==> src/rtl/disaggregator.sv <==
// Splits one wide word from a valid/deq source into FETCH_WIDTH narrow slices,
// LSB slice first, pushed into a narrow FIFO write port at one slice per cycle.
module disaggregator #(
    parameter int DATA_WIDTH  = 11,
    parameter int FETCH_WIDTH = 2,
    parameter int COUNT_WIDTH = 16
) (
    input  logic                              clk,
    input  logic                              wrst_n,
    input  logic [FETCH_WIDTH*DATA_WIDTH-1:0] sender_data,
    input  logic                              sender_empty_n,
    output logic                              sender_deq,
    output logic [DATA_WIDTH-1:0]             receiver_data,
    input  logic                              receiver_full_n,
    output logic                              receiver_enq,
    output logic                              busy,
    output logic [COUNT_WIDTH-1:0]            words_done
);

    localparam int IDX_W  = (FETCH_WIDTH > 1) ? $clog2(FETCH_WIDTH) : 1;
    localparam int WORD_W = FETCH_WIDTH * DATA_WIDTH;
    localparam logic [IDX_W-1:0] LAST_IDX = IDX_W'(FETCH_WIDTH - 1);

    typedef enum logic {
        IDLE = 1'b0,
        SEND = 1'b1
    } state_t;

    state_t                  state_q, state_d;
    logic [WORD_W-1:0]       buf_q, buf_d;
    logic [IDX_W-1:0]        idx_q, idx_d;
    logic [COUNT_WIDTH-1:0]  words_done_q, words_done_d;
    logic                    last;
    logic [DATA_WIDTH-1:0]   slice_w [FETCH_WIDTH];

    genvar gi;
    generate
        for (gi = 0; gi < FETCH_WIDTH; gi++) begin : g_slice
            assign slice_w[gi] = buf_q[gi*DATA_WIDTH +: DATA_WIDTH];
        end
    endgenerate

    always_comb begin
        receiver_data = '0;
        for (int i = 0; i < FETCH_WIDTH; i++) begin
            if (idx_q == IDX_W'(i)) begin
                receiver_data = slice_w[i];
            end
        end
    end

    always_ff @(posedge clk) begin
        if (!wrst_n) begin
            state_q      <= IDLE;
            buf_q        <= '0;
            idx_q        <= '0;
            words_done_q <= '0;
        end else begin
            state_q      <= state_d;
            buf_q        <= buf_d;
            idx_q        <= idx_d;
            words_done_q <= words_done_d;
        end
    end

    always_comb begin
        state_d      = state_q;
        buf_d        = buf_q;
        idx_d        = idx_q;
        words_done_d = words_done_q;

        last         = (idx_q == LAST_IDX);
        receiver_enq = wrst_n && (state_q == SEND) && receiver_full_n;
        // Refill on the last enqueue so back-to-back words leave no bubble.
        sender_deq   = wrst_n && sender_empty_n &&
                       ((state_q == IDLE) || (receiver_enq && last));

        if (receiver_enq) begin
            if (!last) begin
                idx_d = idx_q + IDX_W'(1);
            end else begin
                words_done_d = words_done_q + COUNT_WIDTH'(1);
                state_d      = IDLE;
                idx_d        = '0;
            end
        end

        if (sender_deq) begin
            buf_d   = sender_data;
            idx_d   = '0;
            state_d = SEND;
        end
    end

    assign busy       = (state_q == SEND);
    assign words_done = words_done_q;

endmodule
==> config.mk <==
export PLATFORM = sky130hd
export DESIGN_NAME = disaggregator
export DESIGN_NICKNAME = d
export VERILOG_FILES = /design/src/rtl/disaggregator.sv
export SDC_FILE = /design/constraint.sdc
export NUM_CORES = 1
export LEC_CHECK = 0
export CORE_ASPECT_RATIO = 1.2
export CORE_MARGIN = 3
export CORE_UTILIZATION = 45
export CTS_CLUSTER_DIAMETER = 120
export DETAILED_ROUTE_END_ITERATION = 8
export PLACE_DENSITY = 0.88
export SLEW_MARGIN = 20
export SYNTH_ARGS = -nofsm -noshare
export SYNTH_HDL_FRONTEND = slang
export SYNTH_SLANG_ARGS = --single-unit
export TNS_END_PERCENT = 5
==> constraint.sdc <==
create_clock -name clk -period 1.55 [get_ports clk]
set_input_delay 0.155 -clock clk [delete_from_list [all_inputs] [get_ports clk]]
set_output_delay 0.155 -clock clk [all_outputs]
set_load 0.05 [all_outputs]
# After elaboration in Yosys (flattened, before gate mapping)
# Cells that the tools add are included.
# word_totals
ff_bits	40
wordCells	24
output_inout_bits	30
inputBits	26
# classes
bitwise	2
reduce_logical	11
add_sub_neg	2
n_mux	5
# ops
cell	n
adder 16 x 1 -> 16 bit (second input constant)	1
2-to-1 mux 11 bit	1
logical AND 1 bit	5
2-to-1 mux 1 bit	4
AND reduction 2 bit	2
nonzero test 2 bit	2
inverter 1 bit	2
OR reduction 2 bit	1
adder 1 bit (second input constant)	1
logical OR 1 bit	1

# Depth between registers and ports, before layout
# depth
ltp_word	7
mapped_depth	5
ltp_nobuf	5

# Worst setup path after synthesis
# OpenSTA, ideal clock, no wires.
# synth_path
path_type	reg2reg
start	register state_q, in the netlist busy
end	register idx_q
arrival_time_ns	1.693
path_slack_ns	-0.278
stages_incl_launch_ff	5
t_required_ns	1.416
path_cell_list	dfxtp_1 > nand4_4 > a21oi_2 > buf_2 > nor3b_1
# synth_via
elab_chain_len	6
# synth_lines
element	line_no	source
from (decl)	29	state_t state_q, state_d;
from (signal assigned)	59	state_q <= state_d;
logical AND 1 bit (2 in a row)	73	receiver_enq = wrst_n && (state_q == SEND) && receiver_full_n;
logical AND 1 bit	76	((state_q == IDLE) || (receiver_enq && last));
logical OR 1 bit *	76	
logical AND 1 bit *	75	sender_deq = wrst_n && sender_empty_n &&
net sender_deq	12	output logic sender_deq,
OR reduction 2 bit (no line) *	n/a	
to (signal assigned)	61	idx_q <= idx_d;
to (decl)	31	logic [IDX_W-1:0] idx_q, idx_d;
# Mark *: on every way through the listed nets, which the timed path passes. The rest lies on a longest branch.
# A chain may end at the register's enable or synchronous reset.

# Worst setup path in the final report
# layout_path
start	register idx_q
end	output port receiver_data[3]
# layout_via
elab_chain_len	1
# layout_lines
element	line_no	source
2-to-1 mux 11 bit	46	if (idx_q == IDX_W'(i)) begin
to (decl)	13	output logic [DATA_WIDTH-1:0] receiver_data,
# No other way between the ends.

==> metrics.yaml <==
clock_network:
  h-tree-depth: 2
  cts_buffer_depth: 2
  cts_made_buffers: 5
  cts-root-buf: "clkbuf_8"
  clock_latency_ps: 290
  clk_pin_slew_ps: 80
  cts_num_sinks: 40
  tritoncts: "built"
yosys:
  avgSynthCellArea_um2: 8.69
  synth_area_mm2: 0.00176
  ys_seq_area_share_pct: 45.4
  synthMostInstantiatedCell: "nand2_1"
  synth_edf_count: 0
  synth_flop_cell: "dfxtp_1"
  synth_nets: 230
  synth_area_leader_cell: "dfxtp_1"
  synth_cell_types: 32
  synthTopCellsByCount: "61 x nand2_1, 40 x dfxtp_1, 24 x o21ai_0, 11 x mux2_2, 8 x nand3_1"
  ys_ff_latch: 40
  postSynthCellCount: 203
  yosys-top-cells-area: "dfxtp_1 45%, nand2_1 13%, mux2_2 7.0%, o21ai_0 6.8%, mux2i_1 4.0%"
  async_flop_share_pct: 0
  yosysWarnings: 0
  yosysTopAreaCellShare_pct: 45.4
critical_path:
  critPathKind: "reg -> out"
  r2r_slack_ps: 130
  crit_path_end_kind: "output port"
  worstRegToRegCells: 6
  rr_startpoint: "idx_q"
  cp.arrival_ps: 1360
  path_max_fanout: 13
  startpoint_type: "register"
  cp.required_ps: 1390
  r2r-end: "buf_q[7]"
  crit_path_start: "idx_q"
power_and_ir_drop:
  finalPower_w: 0.00230
  power_leakage_nw: 1.14
  ir_drop_mv: 0.710
  powerDensity_mw_per_mm2: 885
die:
  die_w_um: 63.2
  fp.coreArea_mm2: 0.00369
  dieArea_mm2: 0.00471
  io-pin-count: 56
  die_y_um: 74.6
  rows: 24
  start_util_pct: 47.8
finish:
  fin_cells: 319
  fin_nets: 293
  diodes: 0
  area_growth_pct: 47.4
  drive_gt1_share_pct: 28.1
sta:
  finalCritPeriodShare_pct: 97.8
  worst_pin_slew_ps: 308
  max_slew_margin_pct: 79.3
  fmax_mhz: 659
  final-setup-viol-count: 0
  skew_ps: 4.66
  drv_slew: 0
  hold_viol: 0
  fin_crit_ps: 1520
  rsz0062_at_grt: "no"
hold_path:
  hp-start: "sender_data[11]"
  worstHoldEndpoint: "buf_q[11]"
  hold_depth: 3
  hp-class: "in -> reg"
global_routing:
  grt_pass1_wl_um: 6600
  grt-ovfl-total: 0
  grt_pass1_vias: 1471
  track_usage_pct: 18.1
  antenna_found_initial: 0
  grt_max_degree: 24
drt:
  drt-initial-drc-count: 72
  drcViolationCount: 0
  routed_wl_um: 4100
  avgViaCountPerCell: 5.11
  wl_per_cell_um: 12.9
  firstDrtPassIters: 5
  vias: 1631
  ant_nets: 0
placement:
  gp_congestion: 0.816
  dp_hpwl_um: 2610
  dpl.cell_count: 307
  port_buffers: 55
outcome:
  status: "finished clean"
run:
  maxCapViolCount: 0
report_power, final:
| group | switching (W) | internal, W | total [W] | leakage [nW] |
|---|---|---|---|---|
| Clock | 0.000358 | 0.000478 | 0.000836 | 0.0552 |
| Combinational | 0.000191 | 0.000181 | 0.000373 | 0.749 |
| Sequential | 0.0000248 | 0.00107 | 0.00109 | 0.332 |
| Total | 0.000574 | 0.00173 | 0.00230 | 1.14 |
worst max path at each step:
stage,cells after the start,slack [ps],to
4_1_cts,3,3,receiver_data[1]
2_1_floorplan,4,-30,words_done[15]
6_report,3,30,receiver_data[3]
3_5_place_dp,5,-170,sender_deq
3_3_place_gp,5,-140,sender_deq
5_1_grt,3,0.3,receiver_data[3]
per-stage QoR:
step	cell area [um^2]	worst slack (ps)	util (%)	setup TNS [ps]	hold WS (ps)
global placement	2360	-145	63.8	-1990	440
floorplan	1780	-30.3	-	-68.1	264
detailed placement	2360	-175	63.8	-3130	449
global route	2600	0.252	70.4	0	421
CTS	2560	3.34	69.3	0	404
finish	2600	33.4	70.4	0	416
critical path, stage by stage, from the launching register on:
cell	delay [ps]
dfxtp_4	390
buf_12	150
mux2_2	340
buf_4	190
registers in the layout, indices dropped and copies added, names as in the netlist:
name and flops:
buf_q 22, busy 1, idx_q 1, words_done 16
cell usage in the layout (no fill, tap or decap), types with 7 or more instances in the layout:
cell	synthesis	layout
buf_4	0	29
buf_6	1	7
clkdlybuf4s50_1	0	24
dfxtp_1	40	30
dfxtp_2	0	8
mux2_2	11	11
mux2i_1	7	7
nand2_1	61	61
nand3_1	8	8
o21ai_0	24	24
cell families (layout without fill, tap and decap cells):
logic type               count (synthesis)  count (layout)  share of synthesized area [%]
flip-flops                              40              40                           45.4
buffers and inverters                   12              76                           3.40
AND/OR/NAND/NOR                         97              97                           27.6
XOR/XNOR                                 7               7                           3.48
AO/OA/AOI/OAI                           28              28                           8.44
adder cells (fa/ha/maj)                  1               1                          0.709
multiplexers                            18              18                           11.0
area by class of cell:
class / count / area, um^2
clock buffers: 6 / 72.6
flip-flops and latches: 40 / 818
inverters: 1 / 3.75
multi-input cells: 151 / 911
well taps: 52 / 65.1
clock inverters: 2 / 35.0
fillers: 300 / 1090
repair buffers: 67 / 694
timing repair:
item                                    4_1_cts  5_1_grt
resized for setup                             4       11
cloned                                        2        0
setup buffers                                 2        0
endpoints found under the setup margin       12       13
hold buffers                                  0        0
pin swaps                                     1        0
per-layer routing:
layer  part of all wire (%)  GRT usage (%)  wire length (um)
met4                    2.1           9.31                88
met3                    7.4           6.95               304
met5                      0              0                 0
met2                     49           30.9              2020
met1                     41           19.6              1690
No activity file was read; power rests on OpenSTA's default activity.
